### src/rtl/ps2_pkg.sv
// Shared PS/2 definitions: receiver FSM states and scan-code constants
// also used by the downstream scan-code translator.
package ps2_pkg;

  typedef enum logic [1:0] {
    ST_IDLE,
    ST_DATA,
    ST_PARITY,
    ST_STOP
  } ps2_state_e;

  localparam int unsigned PS2_FRAME_BITS = 11;
  localparam logic [7:0]  PS2_BREAK      = 8'hF0;
  localparam logic [7:0]  PS2_EXT        = 8'hE0;

endpackage

### src/rtl/ps2_line_filter.sv
// Synchronises an asynchronous PS/2 line, rejects glitches shorter than
// FILTER_LEN samples and emits a registered one-cycle falling-edge pulse.
module ps2_line_filter #(
  parameter int unsigned FILTER_LEN = 8
) (
  input  logic clk,
  input  logic rst,
  input  logic line_in,
  output logic fall
);

  localparam int unsigned CW = $clog2(FILTER_LEN + 1);

  logic          sync1_q, sync1_d;
  logic          sync2_q, sync2_d;
  logic          clk_f_q, clk_f_d;
  logic [CW-1:0] cnt_q,   cnt_d;
  logic          fall_q,  fall_d;

  always_comb begin
    sync1_d = line_in;
    sync2_d = sync1_q;
    clk_f_d = clk_f_q;
    cnt_d   = '0;
    // The filtered level flips on the FILTER_LEN-th consecutive differing sample.
    if (sync2_q != clk_f_q) begin
      if (cnt_q == CW'(FILTER_LEN - 1)) begin
        clk_f_d = ~clk_f_q;
      end else begin
        cnt_d = cnt_q + 1'b1;
      end
    end
    fall_d = clk_f_q & ~clk_f_d;
  end

  always_ff @(posedge clk) begin
    if (rst) begin
      sync1_q <= 1'b1;
      sync2_q <= 1'b1;
      clk_f_q <= 1'b1;
      cnt_q   <= '0;
      fall_q  <= 1'b0;
    end else begin
      sync1_q <= sync1_d;
      sync2_q <= sync2_d;
      clk_f_q <= clk_f_d;
      cnt_q   <= cnt_d;
      fall_q  <= fall_d;
    end
  end

  assign fall = fall_q;

endmodule

### src/rtl/ps2_rx_frame.sv
// PS/2 device-to-host frame receiver: frames 11-bit packets, checks odd
// parity and stop bit, aborts stalled frames, strobes out each good byte.
module ps2_rx_frame
  import ps2_pkg::*;
#(
  parameter int unsigned FILTER_LEN     = 8,
  parameter int unsigned TIMEOUT_CYCLES = 200000
) (
  input  logic       clk,
  input  logic       rst,
  input  logic       ps2_clk,
  input  logic       ps2_data,
  output logic [7:0] ps2_code,
  output logic       ps2_code_new,
  output logic       ps2_err
);

  localparam int unsigned TW = $clog2(TIMEOUT_CYCLES + 1);
  localparam logic [TW-1:0] TMO_MAX = TW'(TIMEOUT_CYCLES);

  logic fall;

  ps2_line_filter #(
    .FILTER_LEN (FILTER_LEN)
  ) u_clk_filter (
    .clk     (clk),
    .rst     (rst),
    .line_in (ps2_clk),
    .fall    (fall)
  );

  logic          dsync1_q,   dsync1_d;
  logic          dsync2_q,   dsync2_d;
  ps2_state_e    state_q,    state_d;
  logic [2:0]    bit_cnt_q,  bit_cnt_d;
  logic [7:0]    shreg_q,    shreg_d;
  logic          par_q,      par_d;
  logic [TW-1:0] tmo_q,      tmo_d;
  logic [7:0]    code_q,     code_d;
  logic          code_new_q, code_new_d;
  logic          err_q,      err_d;

  always_comb begin
    dsync1_d   = ps2_data;
    dsync2_d   = dsync1_q;
    state_d    = state_q;
    bit_cnt_d  = bit_cnt_q;
    shreg_d    = shreg_q;
    par_d      = par_q;
    tmo_d      = tmo_q;
    code_d     = code_q;
    code_new_d = 1'b0;
    err_d      = 1'b0;

    if (fall) begin
      unique case (state_q)
        ST_IDLE: begin
          if (!dsync2_q) begin
            state_d   = ST_DATA;
            bit_cnt_d = '0;
          end
        end
        ST_DATA: begin
          shreg_d   = {dsync2_q, shreg_q[7:1]};
          bit_cnt_d = bit_cnt_q + 1'b1;
          if (bit_cnt_q == 3'd7) begin
            state_d = ST_PARITY;
          end
        end
        ST_PARITY: begin
          par_d   = dsync2_q;
          state_d = ST_STOP;
        end
        ST_STOP: begin
          state_d = ST_IDLE;
          if (dsync2_q && ((^shreg_q) ^ par_q)) begin
            code_d     = shreg_q;
            code_new_d = 1'b1;
          end else begin
            err_d = 1'b1;
          end
        end
        default: state_d = ST_IDLE;
      endcase
    end

    // A fall in the same cycle as expiry wins: the frame keeps going.
    if (state_q == ST_IDLE || fall) begin
      tmo_d = '0;
    end else if (tmo_q == TMO_MAX) begin
      state_d = ST_IDLE;
      err_d   = 1'b1;
      tmo_d   = '0;
    end else begin
      tmo_d = tmo_q + 1'b1;
    end
  end

  always_ff @(posedge clk) begin
    if (rst) begin
      dsync1_q   <= 1'b1;
      dsync2_q   <= 1'b1;
      state_q    <= ST_IDLE;
      bit_cnt_q  <= '0;
      shreg_q    <= '0;
      par_q      <= 1'b0;
      tmo_q      <= '0;
      code_q     <= '0;
      code_new_q <= 1'b0;
      err_q      <= 1'b0;
    end else begin
      dsync1_q   <= dsync1_d;
      dsync2_q   <= dsync2_d;
      state_q    <= state_d;
      bit_cnt_q  <= bit_cnt_d;
      shreg_q    <= shreg_d;
      par_q      <= par_d;
      tmo_q      <= tmo_d;
      code_q     <= code_d;
      code_new_q <= code_new_d;
      err_q      <= err_d;
    end
  end

  assign ps2_code     = code_q;
  assign ps2_code_new = code_new_q;
  assign ps2_err      = err_q;

endmodule

### config.mk
export PLATFORM = sky130hd
export DESIGN_NAME = ps2_rx_frame
export DESIGN_NICKNAME = d
export VERILOG_FILES = /design/src/rtl/ps2_pkg.sv /design/src/rtl/ps2_line_filter.sv /design/src/rtl/ps2_rx_frame.sv
export SDC_FILE = /design/constraint.sdc
export NUM_CORES = 1
export LEC_CHECK = 0
export ABC_AREA = 1
export ABC_CLOCK_PERIOD_IN_PS = 2500
export CAP_MARGIN = 5
export CELL_PAD_IN_SITES_DETAIL_PLACEMENT = 2
export CELL_PAD_IN_SITES_GLOBAL_PLACEMENT = 2
export CORE_UTILIZATION = 35
export CTS_CLUSTER_SIZE = 28
export DETAILED_ROUTE_END_ITERATION = 8
export PLACE_DENSITY = 0.82
export RECOVER_POWER = 100
export SYNTH_ARGS = -nofsm -noshare
export SYNTH_HDL_FRONTEND = slang
export SYNTH_SLANG_ARGS = --single-unit
### constraint.sdc
create_clock -name clk -period 2.5 [get_ports clk]
set_input_delay 0.625 -clock clk [delete_from_list [all_inputs] [get_ports clk]]
set_output_delay 0.625 -clock clk [all_outputs]
set_load 0.02 [all_outputs]
-- Yosys cells after proc, flatten, opt, wreduce, memory -nomap -nowiden
Index checks and enable logic that the tools add are counted.
- input port bits: 4
- register bits after elaboration: 52
- output and inout bits: 10
- word-level logic and storage cells: 61
- $add $sub $neg: 3
- muxes and demuxes: 16
- equality and inequality tests: 8
- bitwise operators: 7
- reductions and logical operators: 12
- operators by type and width (kind ; count):
    adder 18 x 1 -> 18 bit (second input constant) ; 1
    == test 18 bit (second input constant) ; 1
    2-to-1 mux 2 bit ; 5
    OR reduction 3 bit ; 3
    2-to-1 mux 1 bit ; 8
    one-hot mux 2 bit (4 select lines) ; 1
    XOR reduction 8 bit ; 1
    one-hot mux 3 bit (2 select lines) ; 1
    AND reduction 3 bit ; 2
    inverter 1 bit ; 5
    adder 4 x 1 -> 4 bit (second input constant) ; 1
    == test 2 bit (second input constant) ; 2
    == test 4 x 3 -> 1 bit (second input constant) ; 1
    AND reduction 2 bit ; 2
    adder 3 x 1 -> 3 bit (second input constant) ; 1
    == test 3 bit (second input constant) ; 1
    2-to-1 mux 3 bit ; 1
    == test 2 x 1 -> 1 bit (second input constant) ; 1
    logical NOT 2 bit ; 1
    inequality test 2 bit (second input constant) ; 1
    nonzero test 2 bit ; 1
    bitwise AND 1 bit ; 1
    logical AND 1 bit ; 1
    logical OR 1 bit ; 1
    2 further kinds ; 2

-- Depth between registers and ports, before layout
Gate-level depths: netlist of the first run.
- word-level depth: 8
- gate-level depth with buffers: 12

-- By module
A second synthesis of the first run with hierarchy kept.
- cell total of the unflattened synthesis: 333
- area total of the unflattened synthesis: 2432.3 µm²
- modules (own cells, without submodules) (module ; times used ; area an instance (µm²) ; cells each):
    ps2_rx_frame ; 1 ; 2139.6 ; 299
    ps2_line_filter ; 1 ; 292.8 ; 34

-- Least setup slack after synthesis of the first run
Ideal clock, no wire load.
- kind: register to register
- start: register tmo_q[0]
- end: register tmo_q[16]
- data required time: 2.381 ns
- setup time: 0.119 ns
- cell stages (with the launch flop): 8
- arrival time: 1.323 ns
- buffers on the path: 0
- slack: 1.057 ns
- cells stage by stage: dfxtp_1 > ha_1 > nand3_2 > nor3_4 > nand2_2 > nor2_4 > nand4_1 > nor3b_2
- longest elaborated chain between the ends: 2
- RTL lines (what ; RTL line ; text):
    start: declaration ; ps2_rx_frame.sv:38 ; logic [TW-1:0] tmo_q, tmo_d;
    start signal: assignment ; ps2_rx_frame.sv:118 ; tmo_q <= tmo_d;
    branches (longest 2 deep; another with adder 18 x 1 -> 18 bit) ; - ;
Parallel ways; which one is timed is not known.
A chain may end at the register's enable or synchronous reset.

-- Worst setup path after layout of the first run
- start: register tmo_q[0]
- end: register tmo_q[14]
The elaborated chain is that of the path after synthesis.

==> out/metrics.csv, run 1 <==
metric;value;unit
Synth top area share;41.8;%
crit path buf inv count;0;
clock slew at reported path FFs;0.10;ns
vias in the first global route;2225;
# resized after CTS;0;
port bufs;13;
P per Cell Area;487;nW/um^2
top-level I/O count;14;
Synth Register Bits;52;
Die Wd;86.4;um
fin crit share;79.9;%
Setup WS pre-CTS;0.622;ns
Reg2Reg Depth;6;
Die ar.;7460;um^2
clock skew;0.0163;ns
area leader, netlist;dfxtp_1;
DR vias/cell;4.90;
synth warn;0;
setup TNS;0;ns
routability cong.;0.752;
crit-path max FO;5;
worst hold path type;register to register;
ANT cells;0;
Critical Path, Cell by Cell;ha_1 > nand3_2 > nor3_1 > nand4_1 > or2_0 > a21oi_1;
vias;2132;
first-pass GRT wire length;10700;um
TritonCTS clock tree;built;
unrepaired setup endpoints after global routing;no;
peak supply drop;0.185;mV
H-tree depth;2;
Seq/Total Area, Yosys;41.8;%
count of final hold-check violations;0;
Final Critical Period;2.00;ns
starting density of the core;36.5;%
Global Route Usage Sum;18.4;%
Pwr Total;1.34;mW
WP data arrival;2.25;ns
syn_nets;331;
core area;6830;um^2
CP top delay family;simple AND/OR/NAND/NOR gates;
commonest cells in the netlist;nand2_1, dfxtp_1, nor2_1, inv_1, a21oi_1;
dpl cells;427;
Sink Count;52;
EDFF count, synth;0;
hold path cells;1;
Clk Latency, worst-skew pair;0.32;ns
first drt pass iteration count;4;
share of cells above drive strength 1;12.4;%
die height;86.4;um
Worst path depth;6;
crit path capture type;register;
DRC violations left;0;
ranking of synthesized cells by area;dfxtp_1, nand2_1, nor2_1, inv_1, nand4_1;
max-slew violation count;0;
CTS Buffer Depth;2;
P_leak;1.09;nW
worst slew pin tran;0.680;ns
Cell variety after synth;32;
Finished Layout Cells;435;
wire length after detailed routing;6050;um
HPWL Detailed;4690;um
antenna-violating nets left;0;
top_reg_cell synth;dfxtp_1;
Max-cap violations;0;
Async SR Flop Fraction;0;%
postcts setup bufs;0;
Remaining Overflow, GRT;0;
setup ws final;0.502;ns
CTS buffer count;5;
CP max stage cell;nor3_1;
nets;347;
Gate Count Post-Synth;322;
WL per Instance;13.9;um
largest net degree at the start of global routing;22;
synthesis-to-layout area growth;10.6;%
Startpoint Class;register;
Setup violations, final;0;
status;complete, no violations;
critical path type;register to register;
Hold-fix buffers, CTS;0;
Synth Cell Area;2490;um^2
Slew HR;54.3;%
Core Rows;30;
Root Driver;clkbuf_8;
syn avg cell area;7.74;um^2
crit-path max cell delay;0.54;ns
most frequent cell after synthesis;nand2_1;
initial antenna violation count;0;
Max Clk Rate;501;MHz
worst hold slack;0.422;ns
Req. time, crit path;2.75;ns
DR iter-0 viols;66;
-- state kept, by name (all words and copies together), names as in the netlist, 2 cells and up --
signal and flops:
ps2_code 8, shreg_q 8, state_q 2, bit_cnt_q 3, u_clk_filter.cnt_q 4, tmo_q 18
-- power breakdown --
| group | leakage (nW) | internal [mW] | switching (mW) |
|---|---|---|---|
| clock | 0.0424 | 0.201 | 0.282 |
| combinational | 0.623 | 0.0101 | 0.0136 |
| sequential | 0.420 | 0.831 | 0.00362 |
-- worst reg2reg max path, stage by stage (launching register included) --
cell and delay, ns:
dfxtp_1 0.44, ha_1 0.24, nand3_2 0.10, nor3_1 0.54, nand4_1 0.24, or2_0 0.26
a21oi_1 0.11
-- layout by cell type (no fill, tap or decap), types with 2 or more instances in the layout --
cell type,instances
or2_2,4
ha_1,5
dfxtp_1,52
or2_0,3
inv_1,35
nor2_1,44
nand2_2,3
inv_2,6
a21oi_1,18
xnor2_1,4
xor2_1,8
dlygate4sd3_1,11
nor2_2,11
nand3_1,13
clkbuf_1,3
a31oi_1,2
nor3b_1,2
nor3_1,7
nand4_1,15
nand3_2,6
clkdlybuf4s50_1,2
o21ai_0,13
nand2_1,56
a22oi_1,2
clkbuf_8,5
-- metal layers --
metal	up-vias	share of wire, %	track usage [%]
li1	1072	-	-
met1	1033	48	24.1
met2	21	49	31.0
met3	6	2.1	3.43
met4	0	1.2	5.45
met5	-	0	0
-- per-stage QoR --
| step | util [%] | instance area (um^2) |
|---|---|---|
| finish | 40.3 | 2760 |
| global route | 40.3 | 2760 |
| CTS | 41.1 | 2810 |
| detailed placement | 39.8 | 2720 |
| global placement | 39.8 | 2720 |
| floorplan | - | 2490 |
-- cell families (layout without fill, tap and decap cells) --
family / count (synthesis) / count (layout) / synth area share, %
adder cells (fa/ha/maj): 5 / 5 / 2.51
AO/OA/AOI/OAI: 36 / 36 / 7.63
buffers and inverters: 47 / 64 / 7.63
XOR/XNOR: 12 / 12 / 4.22
AND/OR/NAND/NOR: 170 / 170 / 36.2
flip-flops: 52 / 52 / 41.8
-- path summary, 6_finish.rpt --
check	from	end	slack, ns
worst max register to register	tmo_q[0]	tmo_q[14]	0.50
worst min-delay path	u_clk_filter.sync1_q	u_clk_filter.sync2_q	0.42
worst max-delay path	tmo_q[0]	tmo_q[14]	0.50
worst min register to register	u_clk_filter.sync1_q	u_clk_filter.sync2_q	0.42
-- cell type report --
type | count | area (um^2)
clock buffers | 7 | 76.3
repair buffers | 15 | 141
fillers | 817 | 4080
flip-flops and latches | 52 | 1040
clock inverters | 1 | 8.76
well taps | 96 | 120
inverters | 41 | 154
multi-input cells | 223 | 1210
No activity file was read; power rests on OpenSTA's default activity.
==> run 2, diff against run 1 <==
Settings changed: ABC_CLOCK_PERIOD_IN_PS 2500 to 2090.
Clock period 2.5 ns to 2.09 ns, I/O delays scaled along.
==> run 2 against run 1 <==
Critical path depth decreased by 5. Clock skew decreased by 0.0079 ns. Clock-buffer cell count decreased by 2. Non-clock buffer count increased by 1. Register-to-register slack got worse by 0.16 ns. Setup slack got worse by 0.27 ns. Via count decreased by 1.2%. Design area unchanged. Sequential cell count unchanged. Largest cell class unchanged.
==> out/metrics.csv, run 2 (synthesis results as in run 1) <==
metric;value;unit
fin crit share;89.1;%
synthesis-to-layout area growth;10.6;%
top-level I/O count;14;
wire length after detailed routing;6060;um
H-tree depth;2;
critical path type;register to output pin;
max reg flops;18;
Max Clk Rate;537;MHz
most frequent cells in the layout;nand2_1, dfxtp_1, nor2_1, inv_1, a21oi_1;
# resized after CTS;0;
crit path capture type;output pin;
first drt pass iteration count;4;
Setup violations, final;0;
hold path cells;1;
CP top delay family;buffers and inverters;
Die Wd;86.4;um
Reg2Reg Depth;10;
DR iter-0 viols;47;
postcts setup bufs;0;
Fillers;830;
worst hold path type;register to register;
Die ar.;7460;um^2
peak supply drop;0.219;mV
Root Driver;clkbuf_8;
clock skew;0.00837;ns
first-pass GRT wire length;10600;um
largest net degree at the start of global routing;19;
CP max stage cell;dlygate4sd3_1;
Hold Path End;u_clk_filter.sync2_q;
core area;6830;um^2
share of cells above drive strength 1;12.4;%
WL per Instance;13.9;um
sequential cell area;1040;um^2
die height;86.4;um
starting density of the core;36.5;%
critical register-to-register path endpoint;ps2_code[3];
most common cell after layout, fill and taps aside;nand2_1;
vias in the first global route;2238;
CTS Buffer Depth;2;
clock slew at reported path FFs;0.09;ns
TritonCTS clock tree;built;
Startpoint Class;register;
Final Critical Period;1.86;ns
footprint of the multi-input gates;1220;um^2
unrepaired setup endpoints after global routing;no;
Global Route Usage Sum;18.6;%
Sink Count;52;
antenna-violating nets left;0;
count of final hold-check violations;0;
max-slew violation count;0;
ANT cells;0;
Hold-fix buffers, CTS;0;
Top reg by flops;tmo_q;
port bufs;13;
hold path startpoint;u_clk_filter.sync1_q;
Max-cap violations;0;
worst reg2reg startpoint;shreg_q[1];
status;complete, no violations;
CTS buffer count;5;
initial antenna violation count;0;
P per Cell Area;575;nW/um^2
worst slew pin tran;0.562;ns
Core Rows;30;
worst hold slack;0.422;ns
vias;2107;
routability cong.;0.767;
dpl cells;428;
WP data arrival;1.34;ns
P_leak;1.09;nW
Remaining Overflow, GRT;0;
HPWL Detailed;4650;um
Finished Layout Cells;435;
Critical Path, Cell by Cell;dlygate4sd3_1;
final core utilization;40.3;%
crit-path max cell delay;0.69;ns
DR vias/cell;4.84;
Worst R2R Setup Slack;0.34;ns
setup TNS;0;ns
Clk Latency, worst-skew pair;0.31;ns
crit path buf inv count;1;
crit-path max FO;2;
nets;348;
DRC violations left;0;
Slew HR;62.4;%
Req. time, crit path;1.57;ns
==> run 2: cell types whose count changed in the layout (fill, tap and decap cells not counted), sizes merged <==
cell,before,now
buf,1,0
clkinvlp,0,1
==> run 2: final cells by class <==
type / instances / area share [%]
tap: 96 / 4.36
clock inverter: 2 / 0.454
sequential: 52 / 37.8
timing repair buffer: 16 / 5.18
multi-input combinational: 223 / 44.1
clock buffer: 5 / 2.50
inverter: 41 / 5.59
==> run 2: worst max-delay path by stage <==
stage	start	slack, ns	to	depth (start not counted)
2_1_floorplan	tmo_q[0]	0.65	tmo_q[16]	7
3_3_place_gp	rst	0.27	tmo_q[13]	4
3_5_place_dp	rst	0.20	tmo_q[16]	4
4_1_cts	ps2_code[1]	0.25	ps2_code[1]	1
5_1_grt	tmo_q[0]	0.11	tmo_q[14]	6
6_report	ps2_code[1]	0.23	ps2_code[1]	1
==> run 2: through the flow <==
step / cell area [um^2] / total power, mW / worst slack, ns
finish: 2760 / 1.58 / 0.227
global route: 2760 / 1.65 / 0.111
CTS: 2810 / 1.62 / 0.251
detailed placement: 2730 / 1.05 / 0.198
global placement: 2730 / 1.05 / 0.272
floorplan: 2490 / 1.04 / 0.647
==> run 2: metal layers <==
layer	track usage (%)	up-vias	routed length [um]
met4	6.67	0	127
met5	0	-	0
li1	-	1070	-
met1	22.0	1004	2830
met2	33.1	23	2980
met3	3.81	10	117
==> run 2: where the power goes <==
| part | internal, mW | switching, mW | leakage, nW |
|---|---|---|---|
| Sequential | 0.994 | 0.00414 | 0.420 |
| Clock | 0.227 | 0.331 | 0.0400 |
| Combinational | 0.0114 | 0.0154 | 0.627 |
| Total | 1.23 | 0.351 | 1.09 |
==> run 3, diff against run 2 <==
Settings changed: ABC_CLOCK_PERIOD_IN_PS 2090 to 2020, CAP_MARGIN 5 to default.
Clock period 2.09 ns to 2.02 ns, I/O delays scaled along.
==> run 3 against run 2 <==
Global-route usage is 0.61 points higher. Cell count increased by 0.23%. Sequential power is essentially flat. Critical endpoint is now ps2_err. Sequential share of layout area decreased by 0.87 points. Combinational power grew 3%. Critical path type unchanged.
==> out/metrics.csv, run 3 (synthesis results as in run 1) <==
metric;value;unit
wire length after detailed routing;6520;um
die height;86.4;um
ANT cells;0;
Critical Path, Cell by Cell;dlygate4sd3_1;
worst slew pin tran;0.522;ns
max reg flops;18;
switching share of power;20.1;%
Clk Latency, worst-skew pair;0.31;ns
WL per Instance;15.0;um
# resized after CTS;0;
Sink Count;52;
starting density of the core;36.5;%
first drt pass iteration count;4;
Startpoint Class;register;
Setup violations, final;0;
Finished Layout Cells;436;
Critical path origin;ps2_err;
Clk pwr share;42.6;%
fin crit share;90.6;%
H-tree depth;2;
TritonCTS clock tree;built;
DR vias/cell;4.94;
first-pass GRT wire length;11000;um
max-slew violation count;0;
Reg2Reg Depth;7;
unrepaired setup endpoints after global routing;no;
largest net degree at the start of global routing;19;
Net Sw Power;0.372;mW
Remaining Overflow, GRT;0;
most frequent cells in the layout;nand2_1, dfxtp_1, nor2_1, inv_1, a21oi_1;
postcts setup bufs;0;
setup TNS;0;ns
CTS buffer count;5;
HPWL Detailed;4910;um
worst hold path type;register to register;
count of final hold-check violations;0;
P_leak;1.13;nW
initial antenna violation count;0;
CP max stage cell;dlygate4sd3_1;
Die Wd;86.4;um
Core Rows;30;
CP top delay family;buffers and inverters;
vias;2152;
hold path cells;1;
antenna-violating nets left;0;
critical path type;register to output pin;
WP data arrival;1.33;ns
DR iter-0 viols;57;
share of cells above drive strength 1;14.7;%
Worst R2R Setup Slack;0.28;ns
Max Clk Rate;546;MHz
Root Driver;clkbuf_8;
nets;348;
Global Route Usage Sum;19.2;%
worst reg2reg startpoint;tmo_q[11];
clock skew;0.00540;ns
Die ar.;7460;um^2
Worst path depth;1;
most common cell after layout, fill and taps aside;nand2_1;
critical register-to-register path endpoint;tmo_q[13];
Final Critical Period;1.83;ns
clock slew at reported path FFs;0.09;ns
Worst Setup EP;ps2_err;
core area;6830;um^2
combinational power share;1.5;%
crit-path max FO;1;
Int Pwr;1.48;mW
Pwr Total;1.85;mW
Req. time, crit path;1.51;ns
CTS Buffer Depth;2;
Max-cap violations;0;
vias in the first global route;2226;
status;complete, no violations;
crit path capture type;output pin;
routability cong.;0.727;
Slew HR;65.1;%
crit-path max cell delay;0.67;ns
Hold-fix buffers, CTS;0;
port bufs;13;
DRC violations left;0;
top-level I/O count;14;
crit path buf inv count;1;
Top reg by flops;tmo_q;
Reg power frac;55.9;%
peak supply drop;0.277;mV
P per Cell Area;656;nW/um^2
dpl cells;428;
synthesis-to-layout area growth;13.2;%
-- run 3: final cells by class --
| cell class | instances | area (um^2) |
|---|---|---|
| Multi-Input combinational cell | 223 | 1230 |
| Tap cell | 96 | 120 |
| Inverter | 41 | 154 |
| Clock buffer | 7 | 96.3 |
| Sequential cell | 52 | 1040 |
| Timing Repair Buffer | 16 | 146 |
| Fill cell | 816 | 4010 |
| Clock inverter | 1 | 30.0 |
-- run 3: worst min-delay path by stage --
| stage | to | slack (ns) | start |
|---|---|---|---|
| after global routing | dsync2_q | 0.44 | dsync1_q |
| after CTS | dsync2_q | 0.43 | dsync1_q |
| after detailed placement | dsync2_q | 0.41 | dsync1_q |
| after global placement | dsync2_q | 0.39 | dsync1_q |
| after floorplan | dsync2_q | 0.39 | dsync1_q |
| final | dsync2_q | 0.42 | dsync1_q |
-- run 3: power by group through the flow --
stage / Combinational (mW) / Clock [mW] / Sequential (mW)
final: 0.0277 / 0.789 / 1.03
after floorplan: 0.0194 / 0 / 1.05
after CTS: 0.0309 / 0.806 / 1.03
after global placement: 0.0296 / 0 / 1.06
after detailed placement: 0.0307 / 0 / 1.06
after global routing: 0.0314 / 0.844 / 1.03
-- run 3: metal layers --
metal  vias up  wire, um  GRT usage, %
li1       1072         -             -
met1      1042      2880          22.5
met2        28      3420          35.3
met3        10       132          3.43
met4         0        91          6.21
met5         -         0             0
-- run 3: stage by stage --
step / instance area [um^2] / setup slack [ns] / hold slack, ns / utilization (%)
global route: 2820 / 0.119 / 0.444 / 41.3
CTS: 2850 / 0.235 / 0.431 / 41.8
floorplan: 2490 / 0.577 / 0.389 / -
detailed placement: 2730 / 0.264 / 0.406 / 39.9
global placement: 2730 / 0.304 / 0.394 / 39.9
finish: 2820 / 0.189 / 0.424 / 41.3
